### config.mk
export PLATFORM = sky130hd
export DESIGN_NAME = q88_power_seq_flat
export DESIGN_NICKNAME = d
export VERILOG_FILES = /design/src/rtl/q88_power_seq_if.sv /design/src/rtl/q88_power_seq.sv /design/src/flat_wrapper.sv
export SDC_FILE = /design/constraint.sdc
export NUM_CORES = 1
export LEC_CHECK = 0
export CAP_MARGIN = 20
export CELL_PAD_IN_SITES_DETAIL_PLACEMENT = 1
export CELL_PAD_IN_SITES_GLOBAL_PLACEMENT = 2
export CORE_ASPECT_RATIO = 1.1
export CORE_MARGIN = 1
export CORE_UTILIZATION = 42
export CTS_CLUSTER_SIZE = 16
export DETAILED_ROUTE_END_ITERATION = 16
export PLACE_DENSITY_LB_ADDON = 0.12
export SYNTH_ARGS = -nofsm -noshare
export SYNTH_HDL_FRONTEND = slang
export SYNTH_SLANG_ARGS = --single-unit
### constraint.sdc
create_clock -name clk -period 27.1 [get_ports clk]
set_input_delay 6.775 -clock clk [delete_from_list [all_inputs] [get_ports clk]]
set_output_delay 6.775 -clock clk [all_outputs]
set_load 0.01 [all_outputs]
### src/rtl/q88_power_seq_if.sv
// Handshake and accumulator-register bus for the Q8.8 power sequencer.
// The master side is the controller plus the downstream accumulator register.
interface q88_power_seq_if #(
    parameter int W  = 16,
    parameter int NW = 4
);
    logic          i_start;
    logic          i_clr;
    logic [W-1:0]  i_x;
    logic [NW-1:0] i_n;
    logic [W-1:0]  i_acc_q;
    logic [W-1:0]  o_acc_d;
    logic          o_acc_ld;
    logic          o_acc_sclr;
    logic          o_acc_sset;
    logic          o_busy;
    logic          o_done;
    logic          o_ovf;

    modport slave (
        input  i_start, i_clr, i_x, i_n, i_acc_q,
        output o_acc_d, o_acc_ld, o_acc_sclr, o_acc_sset, o_busy, o_done, o_ovf
    );

    modport master (
        output i_start, i_clr, i_x, i_n, i_acc_q,
        input  o_acc_d, o_acc_ld, o_acc_sclr, o_acc_sset, o_busy, o_done, o_ovf
    );
endinterface

### src/rtl/q88_power_seq.sv
// Computes x^n in unsigned Q8.8 by driving an external accumulator register
// (sset to 1.0, then n saturating multiply-loads) and reading its output back.
module q88_power_seq #(
    parameter int W    = 16,
    parameter int FRAC = 8,
    parameter int NW   = 4
) (
    input  logic               clk,
    input  logic               rst,
    q88_power_seq_if.slave     bus
);

    typedef enum logic [1:0] {IDLE, INIT, MULT, DONE} state_t;

    state_t          r_state;
    state_t          w_next;
    logic [NW-1:0]   r_cnt;
    logic [W-1:0]    r_x;
    logic            r_ovf;
    logic            r_sclr;
    logic [2*W-1:0]  w_prod;
    logic            w_sat;
    logic [W-1:0]    w_mulRes;

    // Any bit above the Q8.8 integer range means the product does not fit.
    assign w_prod   = {{W{1'b0}}, bus.i_acc_q} * {{W{1'b0}}, r_x};
    assign w_sat    = |w_prod[2*W-1:W+FRAC];
    assign w_mulRes = w_sat ? {W{1'b1}} : w_prod[W+FRAC-1:FRAC];

    always_ff @(posedge clk or posedge rst) begin
        if (rst) begin
            r_state <= IDLE;
        end else begin
            r_state <= w_next;
        end
    end

    always_comb begin
        w_next = r_state;
        if (bus.i_clr) begin
            w_next = IDLE;
        end else begin
            case (r_state)
                IDLE:    if (bus.i_start) w_next = INIT;
                INIT:    w_next = (r_cnt == '0) ? DONE : MULT;
                MULT:    if (r_cnt == NW'(1)) w_next = DONE;
                DONE:    w_next = IDLE;
                default: w_next = IDLE;
            endcase
        end
    end

    // Operands, iteration count and the sticky overflow flag; clr also arms
    // a one-cycle sync clear of the accumulator for the following cycle.
    always_ff @(posedge clk or posedge rst) begin
        if (rst) begin
            r_cnt  <= '0;
            r_x    <= '0;
            r_ovf  <= 1'b0;
            r_sclr <= 1'b0;
        end else begin
            r_sclr <= bus.i_clr;
            if (bus.i_clr) begin
                r_ovf <= 1'b0;
            end else if (r_state == IDLE && bus.i_start) begin
                r_x   <= bus.i_x;
                r_cnt <= bus.i_n;
                r_ovf <= 1'b0;
            end else if (r_state == MULT) begin
                r_cnt <= r_cnt - NW'(1);
                if (w_sat) begin
                    r_ovf <= 1'b1;
                end
            end
        end
    end

    always_comb begin
        bus.o_acc_d    = '0;
        bus.o_acc_ld   = 1'b0;
        bus.o_acc_sset = 1'b0;
        bus.o_busy     = 1'b0;
        bus.o_done     = 1'b0;
        bus.o_acc_sclr = r_sclr;
        bus.o_ovf      = r_ovf;
        case (r_state)
            INIT: begin
                bus.o_acc_sset = 1'b1;
                bus.o_busy     = 1'b1;
            end
            MULT: begin
                bus.o_acc_ld   = 1'b1;
                bus.o_busy     = 1'b1;
                bus.o_acc_d    = w_mulRes;
            end
            DONE: begin
                bus.o_done     = 1'b1;
            end
            default: begin
            end
        endcase
    end

endmodule

### src/flat_wrapper.sv
// flat-port wrapper written by rule: the top's interface ports become plain ports
module q88_power_seq_flat 
#(
    parameter int W    = 16,
    parameter int FRAC = 8,
    parameter int NW   = 4
)
  (clk, rst, bus_i_start, bus_i_clr, bus_i_x, bus_i_n, bus_i_acc_q, bus_o_acc_d, bus_o_acc_ld, bus_o_acc_sclr, bus_o_acc_sset, bus_o_busy, bus_o_done, bus_o_ovf);
  q88_power_seq_if #(.W(W), .NW(NW)) bus_i ();
  input  logic clk;
  input  logic rst;
  input wire logic [$bits(bus_i.i_start)-1:0] bus_i_start;
  input wire logic [$bits(bus_i.i_clr)-1:0] bus_i_clr;
  input wire logic [$bits(bus_i.i_x)-1:0] bus_i_x;
  input wire logic [$bits(bus_i.i_n)-1:0] bus_i_n;
  input wire logic [$bits(bus_i.i_acc_q)-1:0] bus_i_acc_q;
  output wire logic [$bits(bus_i.o_acc_d)-1:0] bus_o_acc_d;
  output wire logic [$bits(bus_i.o_acc_ld)-1:0] bus_o_acc_ld;
  output wire logic [$bits(bus_i.o_acc_sclr)-1:0] bus_o_acc_sclr;
  output wire logic [$bits(bus_i.o_acc_sset)-1:0] bus_o_acc_sset;
  output wire logic [$bits(bus_i.o_busy)-1:0] bus_o_busy;
  output wire logic [$bits(bus_i.o_done)-1:0] bus_o_done;
  output wire logic [$bits(bus_i.o_ovf)-1:0] bus_o_ovf;
  assign bus_i.i_start = bus_i_start;
  assign bus_i.i_clr = bus_i_clr;
  assign bus_i.i_x = bus_i_x;
  assign bus_i.i_n = bus_i_n;
  assign bus_i.i_acc_q = bus_i_acc_q;
  assign bus_o_acc_d = bus_i.o_acc_d;
  assign bus_o_acc_ld = bus_i.o_acc_ld;
  assign bus_o_acc_sclr = bus_i.o_acc_sclr;
  assign bus_o_acc_sset = bus_i.o_acc_sset;
  assign bus_o_busy = bus_i.o_busy;
  assign bus_o_done = bus_i.o_done;
  assign bus_o_ovf = bus_i.o_ovf;
  q88_power_seq #(.W(W), .FRAC(FRAC), .NW(NW)) u_core (.clk(clk), .rst(rst), .bus(bus_i));
endmodule
# Word level (Yosys, flattened, before mapping)
# Cells that the tools add are included.
# totals
ff_bits,24
in_bits,40
output_inout_bits,22
elab_cells,43
# op_classes
n_addsub,1
n_mul,1
n_eq_ne,6
mux,17
bitwise_logic,1
n_reduce_logical,12
# op_table
op,count
$mul A16 B16 Y32,1
$mux W16,2
$mux W1,9
$mux W4,2
$pmux W2 S4,1
$reduce_and A2 Y1,4
$reduce_or A8 Y1,1
$mux W2,3
$reduce_bool A3 Y1,2
$eq A2 B2 Y1 const B,2
$eq A4 B1 Y1 const B,1
$logic_not A4 Y1,1
$sub A4 B1 Y4 const B,1
$ne A3 B2 Y1 const B,1
$ne A3 B3 Y1 const B,1
$eq A2 B1 Y1 const B,1
$logic_not A2 Y1,1
$reduce_bool A2 Y1,1
$reduce_or A2 Y1,1
$logic_and A1 B1 Y1,1
$not A1 Y1,1

# Depth between registers and ports, before layout
# Gate-level depths: netlist (run 1).
# logic_depth
ltp_word,6
mapped_depth,25
mapped_depth_nobuf,22

# Worst setup path after synthesis (run 1)
# Ideal clock, no wire load.
# synth_timing
path_type,in2out
from,input port bus_i_acc_q[10]
to,output port bus_o_acc_d[10]
arrival_ps,12548
required_ps,20325
slack_ps,7777
cell_stages,23
path_buffers,3
path_cell_list,clkbuf_1 -> nand2_1 -> fa_1 -> fa_1 -> fa_1 -> fa_1 -> inv_1 -> fa_1 -> inv_1 -> fa_1 -> inv_1 -> ha_1 -> buf_2 -> and3_4 -> and2_4 -> a211oi_2 -> or3_1 -> o211ai_2 -> o221ai_2 -> a2111oi_4 -> nand3_2 -> buf_6 -> o21a_1
# synth_via
elab_chain_cells,4
# synth_rtl
item,line_no,text
"start, declared",flat_wrapper.sv:16,input wire logic [$bits(bus_i.i_acc_q)-1:0] bus_i_acc_q;
$mul A16 B16 Y32 (*),q88_power_seq.sv:26,"assign w_prod = {{W{1'b0}}, bus.i_acc_q} * {{W{1'b0}}, r_x};"
$reduce_or A8 Y1,q88_power_seq.sv:27,assign w_sat = |w_prod[2*W-1:W+FRAC];
$mux W16 (*),q88_power_seq.sv:28,assign w_mulRes = w_sat ? {W{1'b1}} : w_prod[W+FRAC-1:FRAC];
$mux W16 (*),q88_power_seq.sv:86,case (r_state)
"end, declared",flat_wrapper.sv:17,output wire logic [$bits(bus_i.o_acc_d)-1:0] bus_o_acc_d;
# Mark *: on every way between the ends. The rest lies on a longest branch, timed or not.

# Final worst setup path (run 1)
# layout_timing
from,input port bus_i_acc_q[9]
to,output port bus_o_acc_d[2]
# The elaborated chain is that of the path after synthesis.

==> results.md, run 1 <==
* Number of instances in the synthesized netlist at 1117
* Post-route fraction of the period consumed by the critical path at 78.1%
* Chip Width at 149 um
* Final hold vios at 0
* Count of hold buffers inserted by post-cts repair at 0
* Post-Synthesis Cell Area at 9920 um2
* Vias in the first global route at 8336
* Antenna viol nets, final at 0
* Antenna violations before repair at 2
* Min cycle time layout at 21180 ps
* Most Used Layer, Global Route: met2
* Antenna cells at 0
* Critical Path Start Type: input port
* Reg2Reg Setup Slack at 20260 ps
* Total negative slack for setup checks at 0 ps
* Final standard cell count with taps included and fillers excluded at 1437
* Kind of critical path: in -> out
* Starting Density at 43.1%
* Fraction of layout cells with a size suffix above 1 at 3.78%
* Insertion delay to the later sink of the worst-skew pair at 270 ps
* Core footprint at 23000 um2
* Routed length per instance at 18.9 um
* Count of placed standard cells including taps at 1433
* Worst slew slack as a fraction of its limit at 37.9%
* Post-Place Setup Slack at 5880 ps
* Average vias per placed instance at 5.16
* Final WS setup at 5920 ps
* Number of failing setup endpoints in the final timing report at 0
* Largest net degree at the start of global routing at 25
* Global Route Usage Sum at 24.8%
* Port Buffer Count at 61
* Main area contributors after synthesis: fa_1 39%, ha_1 14%, inv_1 9.3%, and2_1 9.0%, dfrtp_1 6.1%
* Number of buffers created by CTS at 3
* Flip-flop and latch count after synthesis at 24
* Site row count at 58
* Worst path arrival time at 14400 ps
* Syn nets at 1459
* Total number of vias at 7415
* Placed wire-length estimate at 22.4 mm
* Nets at 1481
* Clock transition at the registers of the reported paths at 70 ps
* Global Route met1 Usage at 34.0%
* Area share of the largest cell type after synthesis at 38.9%
* Global-route wire length before repair at 46.1 mm
* Top fanout value on the critical path at 16
* Post-cts sizing count at 0
* Async S/R FF share, synth at 100%
* Cell type with the largest total area after synthesis: fa_1
* Number of iterations in the first detailed-routing pass at 4
* Global Route met2 Usage at 44.1%
* Tightest Pin Transition at 928 ps
* Number of synthesis warnings at 0
* RSZ-0062 raised after global routing: false
* Worst clock skew at 2.50 ps
* Number of top-level pins at 62
* Final GP Congestion at 0.808
* Element type at the critical path end: primary output
* Violation count after the first detailed-routing iteration at 269
* Max Slew Vio Count at 0
* Gr ovfl total at 0
* Share of the yosys chip area belonging to registers at 6.05%
* Grt met3 use at 1.34%
* Fill cell total of the finished layout at 2698
* H-tree level count at 1
* Clock Sinks at 24
* Ys flop type: dfrtp_1
* Path category of the worst min-delay check: reg -> reg
* Worst endpoint required time at 20320 ps
* Cell at the root of the clock tree: clkbuf_16
* Status: completed
* Max capacitance violation total at 0
* Average cell area after synthesis at 8.88 um2
* Distinct cell type count of the synthesized netlist at 58
* Highest clock frequency the design can meet at 0.0472 GHz
* CTS tree: yes
* Max Buffers Root-to-Sink at 2
* Number of setup buffers added after CTS at 0
* Die area at 24200 um2
* Number of enable-type register cells in the synthesized netlist at 0
* Vertical die dimension at 163 um
* DRC Markers at 0
* Area growth from synthesis to layout at 9.13%
* Final wirelength at 27.2 mm
[worst max-delay path, stage by stage]
cell             delay (ps)
clkdlybuf4s50_1        1080
nand2_1                 180
fa_1                    580
inv_1                    60
fa_1                    570
fa_1                    440
fa_1                    480
fa_1                    510
inv_1                    60
fa_1                    480
inv_1                    50
ha_1                    410
nand2_1                 140
o21ai_0                 310
o31ai_1                 150
a21oi_2                 180
nor4b_2                 270
o221ai_2                150
a2111oi_4               410
nand3_2                 330
o21a_1                  280
clkdlybuf4s50_1         480
[state kept, by name (all words and copies together) (netlist names)]
signal	cells
u_core.r_state	2
u_core.r_x	16
u_core.bus.o_ovf	1
u_core.r_cnt	4
u_core.bus.o_acc_sclr	1
[cell families after synthesis]
group                    count (synthesis)  share of synthesized area [%]
adder cells (fa/ha/maj)                302                           52.7
AND/OR/NAND/NOR                        340                           17.5
flip-flops                              24                           6.05
buffers and inverters                  294                           11.3
multiplexers                            18                           2.02
XOR/XNOR                                22                           1.94
AO/OA/AOI/OAI                          117                           8.50
[cell usage after synthesis, types with 2 or more instances]
cell type and count:
o21ai_1 5, buf_2 5, fa_1 193, nor3_1 8
o21a_1 19, ha_1 109, o31ai_1 2, and2_1 142
o21ai_0 10, clkbuf_1 40, inv_1 247, o2111ai_1 2
and3_1 2, o211ai_1 4, xnor2_1 17, xor2_1 5
mux2i_1 2, a31oi_1 4, a21oi_2 4, dfrtp_1 24
o22a_1 3, nand2_1 143, a41oi_1 2, o21ai_2 2
nor2_1 19, nor2b_1 3, a21oi_1 38, nand3_1 3
nand4_1 11, buf_6 2, a21o_1 5, mux2_2 16
[area by class of cell]
cell class / instances / area (um2) / share of cell area, %
inverter: 247 / 927 / 8.56
timing repair buffer: 64 / 653 / 6.03
clock buffer: 3 / 75.1 / 0.693
multi-input combinational: 799 / 8200 / 75.7
sequential: 24 / 601 / 5.55
tap: 300 / 375 / 3.47
[stage by stage]
stage          hold slack [ps]  instance area [um2]  util [%]
6_report                   500                10800      47.1
5_1_grt                    538                10800      47.1
4_1_cts                    511                10800      47.0
3_5_place_dp               490                10700      46.6
3_3_place_gp               474                10700      46.6
2_1_floorplan              494                 9920         -
[worst paths after layout]
kind / to / depth (start not counted) / startpoint
max: bus_o_acc_d[2] / 22 / bus_i_acc_q[9]
min: u_core.bus.o_ovf$_DFFE_PP0P_ / 1 / u_core.bus.o_ovf$_DFFE_PP0P_
max reg2reg: u_core.bus.o_ovf$_DFFE_PP0P_ / 20 / u_core.r_x[10]$_DFFE_PP0P_
min reg2reg: u_core.bus.o_ovf$_DFFE_PP0P_ / 1 / u_core.bus.o_ovf$_DFFE_PP0P_
max in group asynchronous: u_core.r_x[3]$_DFFE_PP0P_ / 3 / rst
min in group asynchronous: u_core.r_cnt[3]$_DFFE_PP0P_ / 2 / rst
[per-layer routing]
metal	vias to the layer above	share of wire (%)
met3	9	2.3
met5	-	0
met4	0	0.46
met1	3883	45
met2	90	52
li1	3433	-
[layout by cell type (no fill, tap or decap), drive strengths merged, types with 4 or more instances in the layout]
cell / count
nand2: 143
o211ai: 5
a31oi: 5
nand4: 12
inv: 247
o21a: 19
o21ai: 17
a21o: 5
dfrtp: 24
clkdlybuf4s50: 61
and2: 143
nor2: 19
mux2: 16
xor2: 5
xnor2: 17
ha: 109
nand3: 4
nor3: 8
a21oi: 42
fa: 193
Power of run 1 is not shown: default switching activity piles up to over one toggle a cycle in this logic, so the estimate is an artifact.
==> run 2: changes to the inputs <==
- CORE_UTILIZATION: 42 -> 36
- clock period: 27.1 -> 17.4 ns (I/O delays scaled with it)
==> run 2 against run 1 <==
  * Register-to-register slack worse by 9600 ps
  * Global-route usage down 4.2 points
  * Die area up 16%
  * Clock skew is 0.93 ps higher
  * Sequential cell count did not move
  * Via count decreased by 1.5%
  * Final area increased by 0.82%
  * Worst hold slack barely moved
==> results.md, run 2 (synthesis results as in run 1) <==
* Fill cell total of the finished layout at 3189
* Final hold vios at 0
* Total number of vias at 7303
* Antenna cells at 0
* DRC Markers at 0
* Number of top-level pins at 62
* CTS tree: yes
* Fraction of layout cells with a size suffix above 1 at 3.95%
* Area occupied by multi-input gates at 8200 um2
* Area growth from synthesis to layout at 10.0%
* Count of hold buffers inserted by post-cts repair at 0
* Max capacitance violation total at 0
* Instance area after placement at 10800 um2
* Most flops, register: u_core.r_x
* Placed wire-length estimate at 22.7 mm
* Vertical die dimension at 176 um
* Post-Place Setup Slack at 1030 ps
* Worst clock skew at 3.43 ps
* Clock transition at the registers of the reported paths at 70 ps
* Vias in the first global route at 8230
* Global-route wire length before repair at 45.5 mm
* Worst endpoint required time at 13050 ps
* Path category of the worst min-delay check: reg -> reg
* Final GP Congestion at 0.817
* Antenna viol nets, final at 0
* Average vias per placed instance at 4.88
* Biggest regs: u_core.r_x x16, u_core.r_cnt x4, u_core.r_state x2
* Total negative slack for setup checks at 0 ps
* Highest clock frequency the design can meet at 0.0610 GHz
* Global Route Usage Sum at 20.6%
* R2R depth at 22
* Hold Path Cell Cnt at 1
* Leading cell types in the layout, fill and taps excluded: 247 x inv_1, 193 x fa_1, 143 x nand2_1, 142 x and2_1, 109 x ha_1
* Insertion delay to the later sink of the worst-skew pair at 280 ps
* Worst slew slack as a fraction of its limit at 39.6%
* Nets at 1482
* Clock Sinks at 24
* Max Buffers Root-to-Sink at 2
* Max Slew Vio Count at 0
* H-tree level count at 1
* Violation count after the first detailed-routing iteration at 210
* Routed length per instance at 18.1 um
* Most frequent standard cell in the layout excluding fill and tap cells: inv_1
* Count of placed standard cells including taps at 1492
* Post-cts sizing count at 0
* Starting Density at 36.7%
* Area used by sequential logic in the layout at 601 um2
* Port Buffer Count at 61
* Number of setup buffers added after CTS at 0
* Chip Width at 160 um
* Largest net degree at the start of global routing at 25
* Critical Path Start Type: input port
* Top fanout value on the critical path at 16
* RSZ-0062 raised after global routing: false
* Gr ovfl total at 0
* Die area at 28200 um2
* Tightest Pin Transition at 904 ps
* Status: completed
* Element type at the critical path end: primary output
* Kind of critical path: in -> out
* Post-route fraction of the period consumed by the critical path at 94.2%
* Final cell area excluding filler cells at 10900 um2
* Number of iterations in the first detailed-routing pass at 4
* Cell at the root of the clock tree: clkbuf_16
* Flip-flop count of the largest register after layout at 16
* Min cycle time layout at 16400 ps
* Final wirelength at 27.1 mm
* Site row count at 63
* Final standard cell count with taps included and fillers excluded at 1496
* Antenna violations before repair at 0
* Final WS setup at 1000 ps
* Number of failing setup endpoints in the final timing report at 0
* Number of buffers created by CTS at 3
* Worst path arrival time at 12050 ps
* Core footprint at 27000 um2
-- run 2: changes by cell type in the layout (fill, tap and decap cells not counted), sizes merged --
| cell | before | now |
|---|---|---|
| buf | 3 | 4 |
| bufinv | 0 | 1 |
-- run 2: layout make-up --
type,count,area share (%)
clock buffers,3,0.688
clock inverters,1,0.275
inverters,247,8.49
multi-input cells,799,75.1
flip-flops and latches,24,5.50
well taps,357,4.09
repair buffers,65,5.87
-- run 2: layer usage --
metal | up-vias | track usage (%) | wire length [um]
met4 | 0 | 2.42 | 199
met2 | 85 | 35.4 | 13200
met5 | - | 0 | 0
li1 | 3446 | - | -
met1 | 3753 | 29.3 | 13200
met3 | 19 | 1.15 | 505
-- run 2: stage by stage --
step           utilization, %  hold slack [ps]
6_report                 40.4              500
5_1_grt                  40.4              526
4_1_cts                  40.4              507
3_5_place_dp             40.0              485
3_3_place_gp             40.0              477
2_1_floorplan               -              494
-- run 2: worst paths after layout --
check	startpoint	end	slack (ps)
max	bus_i_acc_q[10]	bus_o_acc_d[12]	1000
max reg2reg	u_core.r_x[7]$_DFFE_PP0P_	u_core.bus.o_ovf$_DFFE_PP0P_	10620
min	u_core.bus.o_ovf$_DFFE_PP0P_	u_core.bus.o_ovf$_DFFE_PP0P_	500
min reg2reg	u_core.bus.o_ovf$_DFFE_PP0P_	u_core.bus.o_ovf$_DFFE_PP0P_	500
max in group asynchronous	rst	u_core.r_x[3]$_DFFE_PP0P_	12680
min in group asynchronous	rst	u_core.r_x[7]$_DFFE_PP0P_	4450
-- run 2: critical path: stages --
cell and delay, ps:
clkdlybuf4s50_1 1050, nand2_1 180, fa_1 550, fa_1 570
fa_1 440, fa_1 570, inv_1 60, fa_1 480
inv_1 50, fa_1 480, inv_1 50, ha_1 430
and3_4 250, and2_4 160, a31oi_1 110, a21oi_2 250
nor4b_2 290, o221ai_2 160, a2111oi_4 410, nand3_2 350
o21a_1 300, clkdlybuf4s50_1 480
Power of run 2 is left out for the same reason.
==> run 3: changes to the inputs <==
- ABC_AREA: not set -> 1
- ABC_CLOCK_PERIOD_IN_PS: not set -> 17400
- CORE_UTILIZATION: 36 -> 33
==> run 3 against run 2 <==
  * Wire length up 18%
  * Worst setup slack better by 590 ps
  * Die area up 17%
  * Non-clock buffer count up 4
  * Final cell count up 28%
  * Worst hold slack better by 31 ps
==> results.md, run 3 <==
* Status: completed
* Clock Sinks at 24
* Most flops, register: u_core.r_x
* Biggest regs: u_core.r_x x16, u_core.r_cnt x4, u_core.r_state x2
* Antenna violations before repair at 0
* Most frequent standard cell in the layout excluding fill and tap cells: inv_1
* Routed length per instance at 16.7 um
* Core footprint at 31600 um2
* Total negative slack for setup checks at 0 ps
* Final wirelength at 31.9 mm
* Flip-flop count of the largest register after layout at 16
* Flip-flop and latch count after synthesis at 24
* Number of iterations in the first detailed-routing pass at 4
* R2R depth at 26
* Worst clock skew at 13.6 ps
* Main area contributors after synthesis: fa_1 36%, inv_1 16%, nand2_1 15%, ha_1 13%, dfrtp_1 5.6%
* Area growth from synthesis to layout at 9.90%
* Delay of the slowest cell on the worst path at 1040 ps
* Clock transition at the registers of the reported paths at 90 ps
* Capture point of the worst path: bus_o_acc_d[3]
* Final cell area excluding filler cells at 11700 um2
* Element type at the critical path end: primary output
* Post-cts sizing count at 0
* Number of enable-type register cells in the synthesized netlist at 0
* RR Endpoint: u_core.bus.o_ovf$_DFFE_PP0P_
* Most frequently used cell type in the post-synthesis netlist: inv_1
* Number of failing setup endpoints in the final timing report at 0
* Ys flop type: dfrtp_1
* Nets at 1834
* Post-route fraction of the period consumed by the critical path at 90.8%
* Insertion delay to the later sink of the worst-skew pair at 300 ps
* CTS tree: yes
* Global Route Usage Sum at 20.9%
* Share of the yosys chip area belonging to registers at 5.65%
* Area share of the largest cell type after synthesis at 36.3%
* Async S/R FF share, synth at 100%
* Average vias per placed instance at 4.47
* Antenna viol nets, final at 0
* Instance area after placement at 11600 um2
* Distinct cell type count of the synthesized netlist at 33
* Average cell area after synthesis at 7.18 um2
* Vertical die dimension at 190 um
* Count of hold buffers inserted by post-cts repair at 0
* Critical Path Start Type: input port
* Vias in the first global route at 9799
* RSZ-0062 raised after global routing: false
* H-tree level count at 1
* Post-layout util at 37.0%
* Setup crit start: bus_i_acc_q[10]
* Number of top-level pins at 62
* Chip Width at 173 um
* RR Startpoint: u_core.r_x[1]$_DFFE_PP0P_
* Number of instances in the synthesized netlist at 1481
* Leading cell types in the layout, fill and taps excluded: 462 x inv_1, 430 x nand2_1, 193 x fa_1, 109 x ha_1, 61 x clkdlybuf4s50_1
* Largest net degree at the start of global routing at 25
* Kind of critical path: in -> out
* Port Buffer Count at 61
* Max Buffers Root-to-Sink at 2
* Number of synthesis warnings at 0
* Worst path arrival time at 11460 ps
* Placed wire-length estimate at 27.5 mm
* Slowest cell on the critical path: clkdlybuf4s50_1
* Highest clock frequency the design can meet at 0.0633 GHz
* Number of buffers created by CTS at 3
* Violation count after the first detailed-routing iteration at 360
* Number of setup buffers added after CTS at 0
* Hold Path Cell Cnt at 2
* Fill cell total of the finished layout at 4001
* Gr ovfl total at 0
* Min cycle time layout at 15810 ps
* Final hold vios at 0
* Global-route wire length before repair at 53.6 mm
* Cell type with the largest total area after synthesis: fa_1
* Cell at the root of the clock tree: clkbuf_16
* Path category of the worst min-delay check: reg -> reg
* Site row count at 68
* Fraction of layout cells with a size suffix above 1 at 4.23%
* Total number of vias at 8537
* Reg2Reg Setup Slack at 10950 ps
* Max Slew Vio Count at 0
* Die area at 32900 um2
* Syn nets at 1823
* Final GP Congestion at 0.818
* Starting Density at 33.7%
* Antenna cells at 0
* Commonest cells post-synth: 462 x inv_1, 430 x nand2_1, 193 x fa_1, 109 x ha_1, 61 x clkbuf_1
* Worst endpoint required time at 13050 ps
* Post-route worst hold slack at 531 ps
* Worst slew slack as a fraction of its limit at 33.6%
* Tightest Pin Transition at 993 ps
* DRC Markers at 0
* Max capacitance violation total at 0
* Top fanout value on the critical path at 17
* Post-Synthesis Cell Area at 10600 um2
-- run 3: cell types whose count changed after synthesis, sizes merged, moves of 10 or more --
cell	change
xnor2	-10
inv	+216
a21oi	-13
o21a	-19
clkbuf	+21
nand2	+311
and2	-140
nor2	+23
nand3	+24
nand4	-10
-- run 3: cell type report --
cell class                 count  area, um2  share of cell area [%]
clock buffer                   3       75.1                   0.642
clock inverter                 1       30.0                   0.257
inverter                     463       1740                    14.9
timing repair buffer          69        671                    5.74
multi-input combinational    931       8050                    68.9
sequential                    24        601                    5.14
tap                          420        526                    4.50
-- run 3: cell families (layout without fill, tap and decap cells) --
group                      after synthesis  after routing  synth area share (%)
AOI/OAI and AO/OA                       61             61                  3.21
and+or+nand+nor                        538            538                  20.4
DFF                                     24             24                  5.65
adders and majority gates              302            302                  49.2
buffers and inverters                  526            536                  18.7
xor gates and xnor gates                14             14                  1.15
muxes                                   16             16                  1.69
-- run 3: per-layer routing --
layer	wire length (um)	up-vias	part of all wire [%]	global-route usage (%)
met5	0	-	0	0
met2	14900	109	47	35.7
li1	-	4180	-	-
met4	413	0	1.3	3.88
met3	731	16	2.3	0.957
met1	15900	4232	50	29.5
-- run 3: how the worst min path moves through the flow --
stage                                   end                         start
5_1_grt        u_core.bus.o_ovf$_DFFE_PP0P_  u_core.bus.o_ovf$_DFFE_PP0P_
6_report       u_core.bus.o_ovf$_DFFE_PP0P_  u_core.bus.o_ovf$_DFFE_PP0P_
3_3_place_gp   u_core.bus.o_ovf$_DFFE_PP0P_  u_core.bus.o_ovf$_DFFE_PP0P_
2_1_floorplan   u_core.r_cnt[3]$_DFFE_PP0P_   u_core.r_cnt[3]$_DFFE_PP0P_
4_1_cts        u_core.bus.o_ovf$_DFFE_PP0P_  u_core.bus.o_ovf$_DFFE_PP0P_
3_5_place_dp   u_core.bus.o_ovf$_DFFE_PP0P_  u_core.bus.o_ovf$_DFFE_PP0P_
-- run 3: worst max-delay path: cells and delay by family --
family	cells	cell delay, ps
AOI/OAI and AO/OA	1	140
and+or+nand+nor	14	1630
buffers and inverters	6	1780
adders and majority gates	7	3550
-- run 3: per-stage QoR --
step           worst slack (ps)  instances
6_report                   1590       1911
5_1_grt                    1110       1911
4_1_cts                    1540       1911
3_5_place_dp               1600       1907
3_3_place_gp               1620       1907
2_1_floorplan              3380       1481
Power of run 3 is left out for the same reason.
